### config.mk
export PLATFORM = sky130hd
export DESIGN_NAME = i2s_rx
export DESIGN_NICKNAME = d
export VERILOG_FILES = /design/src/rtl/i2s_rx.sv
export SDC_FILE = /design/constraint.sdc
export NUM_CORES = 1
export LEC_CHECK = 0
export ABC_AREA = 1
export CORE_MARGIN = 2
export CORE_UTILIZATION = 50
export DETAILED_ROUTE_END_ITERATION = 12
export PLACE_DENSITY = 0.75
export REMOVE_ABC_BUFFERS = 1
export SLEW_MARGIN = 5
export SYNTH_ARGS = -nofsm -noshare
export SYNTH_HDL_FRONTEND = slang
export SYNTH_SLANG_ARGS = --single-unit
### constraint.sdc
create_clock -name clk -period 1.5 [get_ports clk]
set_clock_uncertainty 0.1 [all_clocks]
set_input_delay 0.3 -clock clk [delete_from_list [all_inputs] [get_ports clk]]
set_output_delay 0.3 -clock clk [all_outputs]
set_load 0.02 [all_outputs]
### src/rtl/i2s_rx.sv
// ----------------------------------------------------------------------------
// i2s_rx
//
// I2S receiver front end for the 24-bit FIR stage. The serial link (SCK, WS,
// SD) is asynchronous to clk and is oversampled: every input is passed
// through a two-flop synchroniser, and a rising SCK edge is detected in the
// clk domain. The receiver then finds slot boundaries from WS and assembles
// each slot MSB-first into a DATA_W-bit word. Once a stereo frame is complete,
// it is presented as a signed left/right pair with a one-cycle valid strobe.
//
// Parameters
//   DATA_W    sample width delivered (MSB-first, left-justified in the slot)
//   SLOT_MAX  longest legal slot in SCK bits; longer slots flag an error
//
// Ports
//   clk       system clock, at least 4x the SCK frequency
//   reset_n   asynchronous active-low reset
//   i2s_sck   I2S bit clock (asynchronous)
//   i2s_ws    I2S word select, 0 = left, 1 = right (asynchronous)
//   i2s_sd    I2S serial data (asynchronous)
//   data_l    signed left sample of the last complete frame
//   data_r    signed right sample of the last complete frame
//   valid     one-cycle pulse when data_l/data_r have just been updated
//   slot_err  one-cycle pulse when a slot ends with fewer than DATA_W or
//             more than SLOT_MAX bits
//   locked    high while the frame aligner is in RUN
// ----------------------------------------------------------------------------
module i2s_rx #(
    parameter int DATA_W   = 24,
    parameter int SLOT_MAX = 32
) (
    input  logic                     clk,
    input  logic                     reset_n,
    input  logic                     i2s_sck,
    input  logic                     i2s_ws,
    input  logic                     i2s_sd,
    output logic signed [DATA_W-1:0] data_l,
    output logic signed [DATA_W-1:0] data_r,
    output logic                     valid,
    output logic                     slot_err,
    output logic                     locked
);

    // The bit counter has to hold SLOT_MAX+1, which is its saturation value.
    localparam int CNT_W = $clog2(SLOT_MAX + 2);
    // The slot length is bit_cnt + 1, so it needs one bit more.
    localparam int LEN_W = CNT_W + 1;

    localparam logic [CNT_W-1:0] CNT_SAT = CNT_W'(SLOT_MAX + 1);
    localparam logic [LEN_W-1:0] LEN_MIN = LEN_W'(DATA_W);
    localparam logic [LEN_W-1:0] LEN_MAX = LEN_W'(SLOT_MAX);

    typedef enum logic {
        ST_ALIGN = 1'b0,
        ST_RUN   = 1'b1
    } state_t;

    // ------------------------------------------------------------------
    // Synchronisers
    //   sck_sync_reg[1] is the synchronised SCK.
    //   sck_sync_reg[2] is its previous value, used for edge detection.
    //   WS and SD are taken from the same stage ([1]) as SCK, so they
    //   stay aligned with the detected edge.
    // ------------------------------------------------------------------
    logic [2:0] sck_sync_reg;
    logic [1:0] ws_sync_reg;
    logic [1:0] sd_sync_reg;

    always_ff @(posedge clk or negedge reset_n) begin
        if (!reset_n) begin
            sck_sync_reg <= '0;
            ws_sync_reg  <= '0;
            sd_sync_reg  <= '0;
        end else begin
            sck_sync_reg <= {sck_sync_reg[1:0], i2s_sck};
            ws_sync_reg  <= {ws_sync_reg[0], i2s_ws};
            sd_sync_reg  <= {sd_sync_reg[0], i2s_sd};
        end
    end

    logic bit_event;
    logic ws_now;
    logic sd_now;

    assign bit_event = sck_sync_reg[1] & ~sck_sync_reg[2];
    assign ws_now    = ws_sync_reg[1];
    assign sd_now    = sd_sync_reg[1];

    // ------------------------------------------------------------------
    // State registers
    // ------------------------------------------------------------------
    state_t              state_reg,     state_next;
    logic                ws_prev_reg,   ws_prev_next;
    logic [CNT_W-1:0]    bit_cnt_reg,   bit_cnt_next;
    logic [DATA_W-1:0]   sr_reg,        sr_next;
    logic [DATA_W-1:0]   left_hold_reg, left_hold_next;
    logic [DATA_W-1:0]   data_l_reg,    data_l_next;
    logic [DATA_W-1:0]   data_r_reg,    data_r_next;
    logic                valid_reg,     valid_next;
    logic                slot_err_reg,  slot_err_next;
    logic                locked_reg,    locked_next;
    // synced_reg is set once the first slot boundary after reset has been
    // seen. The slot that was in progress when reset was released is
    // partial by nature, so its length is not reported as an error.
    logic                synced_reg,    synced_next;

    // ------------------------------------------------------------------
    // Bit insertion
    // bit_sel is a one-hot decode of the current bit position within the
    // sample. It is all-zero once bit_cnt reaches DATA_W, so trailing slot
    // bits fall through without changing the word.
    // ------------------------------------------------------------------
    logic [DATA_W-1:0] bit_sel;
    logic [DATA_W-1:0] word;

    for (genvar gi = 0; gi < DATA_W; gi++) begin : g_bit_sel
        assign bit_sel[gi] = (bit_cnt_reg == CNT_W'(DATA_W - 1 - gi));
    end

    // word is the shift register with this edge's bit already merged in.
    // At a slot end it is the complete received word.
    assign word = (sr_reg & ~bit_sel) | (bit_sel & {DATA_W{sd_now}});

    // ------------------------------------------------------------------
    // Slot boundary and length check
    // The bit on the edge where WS changes is the LSB of the slot that
    // is ending, so that bit is counted in the slot length.
    // ------------------------------------------------------------------
    logic             slot_end;
    logic [LEN_W-1:0] slot_len;
    logic             len_bad;

    assign slot_end = bit_event && (ws_now != ws_prev_reg);
    assign slot_len = {1'b0, bit_cnt_reg} + LEN_W'(1);
    assign len_bad  = (slot_len < LEN_MIN) || (slot_len > LEN_MAX);

    // ------------------------------------------------------------------
    // Next-state / datapath logic
    // ------------------------------------------------------------------
    always_comb begin
        state_next     = state_reg;
        ws_prev_next   = ws_prev_reg;
        bit_cnt_next   = bit_cnt_reg;
        sr_next        = sr_reg;
        left_hold_next = left_hold_reg;
        data_l_next    = data_l_reg;
        data_r_next    = data_r_reg;
        synced_next    = synced_reg;
        valid_next     = 1'b0;
        slot_err_next  = 1'b0;

        if (slot_end) begin
            // Close the slot and start the next one from a cleared word.
            sr_next       = '0;
            bit_cnt_next  = '0;
            ws_prev_next  = ws_now;
            synced_next   = 1'b1;
            slot_err_next = synced_reg && len_bad;

            case (state_reg)
                ST_ALIGN: begin
                    // WS falling to 0 marks the start of a left slot.
                    // That is the first point where a whole frame can be
                    // collected. Anything received before that is dropped.
                    if (!ws_now) begin
                        state_next = ST_RUN;
                    end
                end
                ST_RUN: begin
                    if (!ws_prev_reg) begin
                        left_hold_next = word;
                    end else begin
                        data_l_next = left_hold_reg;
                        data_r_next = word;
                        valid_next  = 1'b1;
                    end
                    // A bad slot length means framing can no longer be
                    // trusted. The current frame is still delivered, and
                    // then the receiver re-aligns.
                    if (len_bad) begin
                        state_next = ST_ALIGN;
                    end
                end
                default: begin
                    state_next = ST_ALIGN;
                end
            endcase
        end else if (bit_event) begin
            sr_next = word;
            // The counter saturates at SLOT_MAX+1. This is enough to flag
            // an over-long slot without the counter wrapping.
            if (bit_cnt_reg != CNT_SAT) begin
                bit_cnt_next = bit_cnt_reg + CNT_W'(1);
            end
        end

        locked_next = (state_next == ST_RUN);
    end

    // ------------------------------------------------------------------
    // Registers
    // ------------------------------------------------------------------
    always_ff @(posedge clk or negedge reset_n) begin
        if (!reset_n) begin
            state_reg     <= ST_ALIGN;
            ws_prev_reg   <= 1'b0;
            bit_cnt_reg   <= '0;
            sr_reg        <= '0;
            left_hold_reg <= '0;
            data_l_reg    <= '0;
            data_r_reg    <= '0;
            valid_reg     <= 1'b0;
            slot_err_reg  <= 1'b0;
            locked_reg    <= 1'b0;
            synced_reg    <= 1'b0;
        end else begin
            state_reg     <= state_next;
            ws_prev_reg   <= ws_prev_next;
            bit_cnt_reg   <= bit_cnt_next;
            sr_reg        <= sr_next;
            left_hold_reg <= left_hold_next;
            data_l_reg    <= data_l_next;
            data_r_reg    <= data_r_next;
            valid_reg     <= valid_next;
            slot_err_reg  <= slot_err_next;
            locked_reg    <= locked_next;
            synced_reg    <= synced_next;
        end
    end

    assign data_l   = data_l_reg;
    assign data_r   = data_r_reg;
    assign valid    = valid_reg;
    assign slot_err = slot_err_reg;
    assign locked   = locked_reg;

endmodule

==> results.cfg, run 1 <==
[route]
via_count = 4294
ant_nets = 0
drc_errors = 0
viasPerCell = 5.192
wl_per_cell_um = 16.60
first_pass_iters = 4
drt_iter0_markers = 251
wl_um = 13730

[timing]
rsz0062_at_grt = true
slew_headroom = 0.8102
max_clock_freq_ghz = 0.6026
setup_ws_ns = -0.1594
tightest_slew_ns = 0.2847
period_share = 1.106
drv_slew = 0
hold_viol_final = 0
setup_violations = 96
tns_ns = -9.721
final.min_clock_period_ns = 1.659

[synth]
synth_cells = 568
synthAdderAreaFrac = 0.01319
synthXorXnorAreaFrac = 0.001846
yosysSeqAreaShare = 0.6013
syn_avg_cell_area_um2 = 8.353
yosys.area_share.simple = 0.2856
synthesis.area_um2 = 4745
yosys_warnings = 0
yosys_register_bits = 114
yosys-mux-area-fraction = 0
synth_compound_area_frac = 0.05485
yosysUniqueCellTypes = 20
synth_top_family_by_area = simple AND/OR/NAND/NOR gates

[cells_and_area]
fill_cells = 571
final_cell_area_um2 = 7218
syn_to_final_growth_pct = 52.14
finalNetCount = 696
drive_above_1_share = 0.4269
antenna_cells = 0

[power]
ir_worst_vdd_mv = 1.059
p_leak_nw = 3.943
finalPower_mw = 11.02
power.density_nw_per_um2 = 1526

[worst_setup_path]
arrival_ns = 2.00
crit_type = flop to flop
critPathRequiredTime_ns = 1.84
reg2reg_slack_ns = -0.16
cp-startpoint = ws_sync_reg[1]
endpoint_kind = flop
critPathLaunchType = flop
cp_max_fo = 14
reg2regPathDepth = 8
r2r-start = ws_sync_reg[1]
r2r-end = data_r[10]

[job]
cap_viol_max_count = 0

[global_routing]
overflow = 0
grt.total_usage = 0.2628
antenna_found_initial = 0
grt_pass1_wl_um = 20680
grt_max_degree = 41
grt_pass1_vias = 4186

[die]
die_area_um2 = 10280
fp.dieW_um = 101.4
die_y_um = 101.4
start_util = 0.5135
core_um2 = 9240
num_io_pins = 56
num_rows = 35

[clock_network]
cts_tree = yes
clock-sinks = 114
cts_buffers = 17
clk_path_buf_depth = 2
h-tree-depth = 4
insertion_delay_ns = 0.51
clockRootBuffer = clkbuf_8
path_clk_slew_ns = 0.06

[min_path]
min_path_type = input pin to async pin

[placed_design]
dp_hpwl_um = 7569
port_buffers = 55
routabilityCongestion = 0.9190
dpl_cell_area_um2 = 5846

[status]
status = complete, but fails checks
violations = negative setup slack
stage by stage:
stage	hold slack (ns)	utilization	cells	worst slack, ns
after floorplan	-0.09559	-	547	-1.055
after global placement	0.08398	0.6326	784	-0.4153
after detailed placement	0.08606	0.6326	784	-0.3917
after CTS	0.09252	0.7137	818	-0.05220
after global routing	0.1211	0.7812	827	-0.2038
final	0.1114	0.7812	827	-0.1594
worst max-delay path by stage:
| stage | endpoint | cells past startpoint |
|---|---|---|
| after floorplan | data_l[0] | 8 |
| after global placement | data_r[19] | 8 |
| after detailed placement | left_hold_reg[19] | 8 |
| after CTS | locked | 10 |
| after global routing | sr_reg[19] | 9 |
| final | data_r[10] | 8 |
cell type report:
type	count	area, um^2	area share
clock buffers	19	441.7	0.06119
inverters	26	125.1	0.01733
repair buffers	120	1025	0.1420
clock inverters	12	203.9	0.02825
well taps	129	161.4	0.02236
flip-flops and latches	114	2856	0.3957
multi-input cells	407	2405	0.3332
cell families (layout without fill, tap and decap cells):
family | count (synthesis) | count (layout)
AND/OR/NAND/NOR | 352 | 352
buffers and inverters | 47 | 177
flip-flops | 114 | 114
adder cells (fa/ha/maj) | 5 | 5
XOR/XNOR | 1 | 1
AO/OA/AOI/OAI | 49 | 49
synthesized netlist by cell type:
cell	n	area share
nor2_2	2	0.0026
buf_2	10	0.011
ha_1	5	0.013
nand2_1	317	0.25
o21ai_0	40	0.042
nand4_1	2	0.0026
a22o_1	4	0.0074
buf_4	4	0.0063
nor3_1	4	0.0042
nand2_2	2	0.0026
a21oi_1	2	0.0021
inv_1	25	0.020
buf_1	2	0.0016
nor2_1	14	0.011
clkinv_2	1	0.0011
clkbuf_1	5	0.0040
nand3_1	11	0.012
xor2_1	1	0.0018
o21ai_1	3	0.0032
dfrtp_1	114	0.60
worst max-delay path, cell delays in order (launching register included):
cell and delay [ns]:
dfrtp_1 0.43, xor2_2 0.24, nand2_4 0.10, nor2_4 0.18
nand2_4 0.13, inv_8 0.12, buf_12 0.15, nand2_1 0.06
nand2_1 0.07
layer usage:
metal	vias up	track usage	part of all wire
li1	1999	-	-
met4	0	0.1185	0.028
met1	2122	0.3453	0.42
met2	143	0.4274	0.50
met5	-	0	0
met3	30	0.04969	0.050
power by group:
group	internal [mW]	switching, mW
Sequential	3.46	0.285
Combinational	1.12	1.72
Clock	2.95	1.47
Total	7.54	3.48
cells in the final DEF, fill, tap and decap left out, types with 4 or more instances in the layout:
cell type	Yosys	layout
nand2_1	317	244
dfrtp_1	114	111
nand2_2	2	51
buf_2	10	50
buf_4	4	42
nand2_4	0	24
clkbuf_16	0	19
o21ai_2	0	16
o21ai_4	0	14
o21ai_1	3	12
inv_1	25	10
buf_12	0	10
inv_2	0	9
nor2_4	0	9
buf_6	0	9
nand3_1	11	6
inv_4	0	5
nor2_1	14	5
bufinv_16	0	5
a22o_1	4	4
ha_4	0	4
repair_timing:
item	CTS	global route
endpoints found under the hold margin	114	0
hold buffers	1	0
gates resized for setup	332	140
setup endpoints to repair	155	106
buffers inserted	4	10
gates cloned	1	3
pin swaps	26	44
Note: power is estimated with default switching activity, not from simulation.
==> run 2: changes to the inputs <==
CORE_MARGIN = 8   (was 2)
==> run 2 against run 1 <==
Effect of this change: the flow still finishes with violations (negative setup slack); die area increased by 25%; sequential cell count unchanged; count of clock-buffer cells in the layout unchanged; global-route usage decreased by 6.4 points; utilization increased by 1.3 points; critical path depth increased by 4; highest routed layer unchanged; design area increased by 1.7%; sequential share of layout area decreased by 0.65 points; largest power group unchanged; largest cell class unchanged; clock power decreased by 12%; via count increased by 2.4%; maximum frequency decreased by 1.7%.
==> results.cfg, run 2 (synthesis gave the netlist of run 1 again) <==
[global_routing]
antenna_found_initial = 0
grt_max_degree = 32
grt.total_usage = 0.1987
grt_pass1_wl_um = 20450
overflow = 0
grt_pass1_vias = 4146

[timing]
tns_ns = -10.01
whs_ns = 0.1190
period_share = 1.126
final.min_clock_period_ns = 1.689
setup_ws_ns = -0.1888
setup_violations = 101
tightest_slew_ns = 0.4268
max_clock_freq_ghz = 0.5921
drv_slew = 0
slew_headroom = 0.7155
rsz0062_at_grt = true
hold_viol_final = 0

[cells_and_area]
syn_to_final_growth_pct = 54.67
stdcell_count = 831
finalNetCount = 699
fill_cells = 538
drive_above_1_share = 0.4473
final_common_cell = nand2_1
final_cell_area_um2 = 7338
antenna_cells = 0
final_cell_mix = nand2_1, dfrtp_1, nand2_2, buf_2, buf_4

[worst_setup_path]
crit_type = flop to flop
critPathLaunchType = flop
reg2reg_slack_ns = -0.19
endpoint_kind = flop
critPathRequiredTime_ns = 1.81
cp_max_fo = 4
arrival_ns = 1.99

[power]
switching_power_mw = 3.622
p_int_mw = 7.134
power_frac_comb = 0.289
p_seq_frac = 0.351
finalPower_mw = 10.76
power_frac_clock = 0.360
p_leak_nw = 3.993
switching_share = 0.3367
power.density_nw_per_um2 = 1466
ir_worst_vdd_mv = 1.133

[placed_design]
routabilityCongestion = 0.8209
dp_cells = 785
port_buffers = 55
dp_hpwl_um = 7522
dpl_cell_area_um2 = 5853

[die]
num_io_pins = 56
num_rows = 35
start_util = 0.5135
core_um2 = 9240
die_y_um = 113.4
fp.dieW_um = 113.4
die_area_um2 = 12860

[clock_network]
cts_tree = yes
cts_buffers = 17
path_clk_slew_ns = 0.06
insertion_delay_ns = 0.51
h-tree-depth = 4
clockRootBuffer = clkbuf_8
clock-sinks = 114
clk_path_buf_depth = 2

[job]
cap_viol_max_count = 0

[route]
drc_errors = 0
ant_nets = 0
first_pass_iters = 6
drt_iter0_markers = 316
wl_per_cell_um = 17.40
via_count = 4395
viasPerCell = 5.289
wl_um = 14460

[status]
status = complete, but fails checks
violations = negative setup slack

[min_path]
min_path_type = input pin to flop
run 2: cell type report:
cell class                      count  area [um^2]  share of cell area
Clock buffer                       19        431.7             0.05882
Multi-Input combinational cell    407         2506              0.3415
Sequential cell                   114         2856              0.3893
Tap cell                          129        161.4             0.02199
Clock inverter                     13        136.4             0.01858
Timing Repair Buffer              123         1116              0.1521
Inverter                           26        130.1             0.01773
run 2: per-stage QoR:
| step | util | setup slack [ns] |
|---|---|---|
| global placement | 0.6334 | -0.5017 |
| detailed placement | 0.6334 | -0.5316 |
| global route | 0.7942 | -0.2835 |
| floorplan | - | -1.055 |
| CTS | 0.7064 | -0.06851 |
| finish | 0.7942 | -0.1888 |
run 2: final timing paths:
kind,startpoint,end,cells past startpoint
worst max-delay path,bit_cnt_reg[1],locked,12
worst min-delay path,i2s_sd,sd_sync_reg[0],1
max in group asynchronous,reset_n,bit_cnt_reg[1],3
worst max register to register,bit_cnt_reg[1],locked,12
worst min register to register,ws_sync_reg[0],ws_sync_reg[1],0
min in group asynchronous,reset_n,valid,2
run 2: critical path: stages, from the launching register on:
cell     delay (ns)
dfrtp_2        0.46
buf_4          0.15
buf_4          0.14
nand2_4        0.07
inv_1          0.06
nand2_2        0.09
nand2_2        0.06
nand2_1        0.07
nor2_1         0.05
nand2_1        0.10
nand3_1        0.12
nand2_1        0.08
inv_1          0.04
run 2: repair_timing:
item | 4_1_cts | 5_1_grt
hold buffers | 1 | 0
pin swaps | 27 | 46
gates cloned | 0 | 7
hold endpoints to repair | 69 | 0
buffers inserted | 5 | 10
resized for setup | 341 | 159
endpoints found under the setup margin | 156 | 106
run 2: layer usage:
metal	GRT usage	vias up	share of wire
met5	0	-	0
met4	0.07016	0	0.033
met3	0.04490	44	0.059
met2	0.3242	160	0.50
met1	0.2551	2175	0.41
li1	-	2016	-
run 2: power groups by stage:
stage | logic (mW) | clock network (mW) | registers, mW
2_1_floorplan | 0.795 | 0 | 3.91
3_3_place_gp | 2.09 | 0 | 3.72
3_5_place_dp | 2.11 | 0 | 3.74
4_1_cts | 2.39 | 3.87 | 3.73
5_1_grt | 3.34 | 4.03 | 3.82
6_report | 3.11 | 3.87 | 3.78
==> run 3: changes to the inputs <==
RECOVER_POWER = 50   (was unset)
==> run 3 against run 2 <==
Effect of this change: the run still ends with negative setup slack left; sequential power about the same; final cell count is the same; design area fell by 0.27%; sequential cell count did not move; count of clock-buffer cells in the layout unchanged; utilization decreased by 0.22 points; critical endpoint unchanged; highest routed layer unchanged; worst hold slack gained 0.11 ns; clock power is essentially flat; combinational power about the same; first-iteration DRC count up 1.9%.
==> results.cfg, run 3 (synthesis gave the netlist of run 1 again) <==
[die]
core_um2 = 9240
die_y_um = 113.4
num_rows = 35
fp.dieW_um = 113.4
num_io_pins = 56
die_area_um2 = 12860
start_util = 0.5135

[route]
wl_per_cell_um = 17.41
ant_nets = 0
via_count = 4383
wl_um = 14470
drt_iter0_markers = 322
drc_errors = 0
viasPerCell = 5.274
first_pass_iters = 7

[worst_setup_path]
path_buf_inv = 4
cp-startpoint = bit_cnt_reg[1]
crit_path_cell_trace = buf_4 -> buf_4 -> nand2_4 -> inv_1 -> nand2_2 -> nand2_2 -> nand2_1 -> nor2_1 -> nand2_1 -> nand3_1 -> nand2_1 -> inv_1
reg2regPathDepth = 12
slowest_stage = dfrtp_2
critPathRequiredTime_ns = 1.81
r2r-start = bit_cnt_reg[1]
crit_type = flop to flop
crit_top_cell = nand2_1
arrival_ns = 2.00
cp_max_fo = 4
crit_path_max_incr_delay_ns = 0.46
critPathLaunchType = flop
endpoint_kind = flop
path_depth = 12
cp_top_family = simple AND/OR/NAND/NOR gates

[clock_network]
clock-sinks = 114
path_clk_slew_ns = 0.06
cts_buffers = 17
clk_path_buf_depth = 2
insertion_delay_ns = 0.51
cts_tree = yes
h-tree-depth = 4
clockRootBuffer = clkbuf_8

[timing]
max_clock_freq_ghz = 0.5910
setup_ws_ns = -0.1920
rsz0062_at_grt = true
setup_violations = 102
tns_ns = -10.11
hold_viol_final = 0
whs_ns = 0.2339
period_share = 1.128
drv_slew = 0
final.min_clock_period_ns = 1.692
tightest_slew_ns = 0.7812
slew_headroom = 0.4792

[cells_and_area]
syn_to_final_growth_pct = 54.25
drive_above_1_share = 0.4473
final_cell_area_um2 = 7318
multi_input_area_um2 = 2506
final_common_cell = nand2_1
fill_cells = 543
final-seq-area_um2 = 2856
antenna_cells = 0
stdcell_count = 831
final_cell_mix = nand2_1, dfrtp_1, nand2_2, buf_2, buf_4
finalNetCount = 699
finalCoreUtilization = 0.7920

[placed_design]
port_buffers = 55
dp_hpwl_um = 7522
routabilityCongestion = 0.8209
dp_slack_ns = -0.5316
dp_cells = 785
dpl_cell_area_um2 = 5853

[global_routing]
grt_max_degree = 32
antenna_found_initial = 0
grt.total_usage = 0.1987
grt_pass1_vias = 4146
overflow = 0
grt_pass1_wl_um = 20450

[power]
ir_worst_vdd_mv = 1.133
finalPower_mw = 10.75
power.density_nw_per_um2 = 1469
p_leak_nw = 3.986

[min_path]
hold_depth = 1
hold_start = i2s_sd
min_path_type = input pin to flop

[status]
status = complete, but fails checks
violations = negative setup slack

[job]
cap_viol_max_count = 0
## run 3: cell count changes in the layout (fill, tap and decap cells not counted), sizes merged
cell and delta:
buf -1, dlygate4sd3 +3, clkdlybuf4s50 -3, clkbuf +1
## run 3: where the power goes
| group | total, mW | switching (mW) | leakage [nW] | internal, mW |
|---|---|---|---|---|
| clock network | 3.87 | 1.47 | 0.270 | 2.40 |
| registers | 3.78 | 0.310 | 1.55 | 3.47 |
| logic | 3.10 | 1.84 | 2.17 | 1.26 |
## run 3: layer usage
metal | GRT usage | share of wire
met5 | 0 | 0
met4 | 0.07016 | 0.034
met3 | 0.04490 | 0.059
met2 | 0.3242 | 0.50
met1 | 0.2551 | 0.41
## run 3: path summary, 6_finish.rpt
| kind | endpoint | slack [ns] |
|---|---|---|
| worst max-delay path | locked | -0.19 |
| worst min-delay path | sd_sync_reg[0] | 0.23 |
| worst max register to register | locked | -0.19 |
| worst min register to register | ws_sync_reg[1] | 0.25 |
| max in group asynchronous | ws_prev_reg | 0.25 |
| min in group asynchronous | valid | 0.30 |
## run 3: area by class of cell
| type | count | share of cell area |
|---|---|---|
| tap | 129 | 0.02206 |
| clock buffer | 19 | 0.05898 |
| clock inverter | 13 | 0.01864 |
| inverter | 26 | 0.01778 |
| timing repair buffer | 123 | 0.1498 |
| sequential | 114 | 0.3903 |
| multi-input combinational | 407 | 0.3425 |
## run 3: repair_timing
| action | 4_1_cts | 5_1_grt |
|---|---|---|
| endpoints found under the hold margin | 69 | 0 |
| setup endpoints to repair | 156 | 106 |
| buffers inserted | 5 | 10 |
| cloned | 0 | 7 |
| gates resized for setup | 341 | 159 |
| hold buffers | 1 | 0 |
| pin swaps | 27 | 46 |
## run 3: worst register-to-register path, stage by stage, from the launching register on
cell and delay, ns:
dfrtp_2 0.46, buf_4 0.15, buf_4 0.14, nand2_4 0.07, inv_1 0.06, nand2_2 0.09
nand2_2 0.06, nand2_1 0.07, nor2_1 0.05, nand2_1 0.10, nand3_1 0.12, nand2_1 0.08
inv_1 0.04
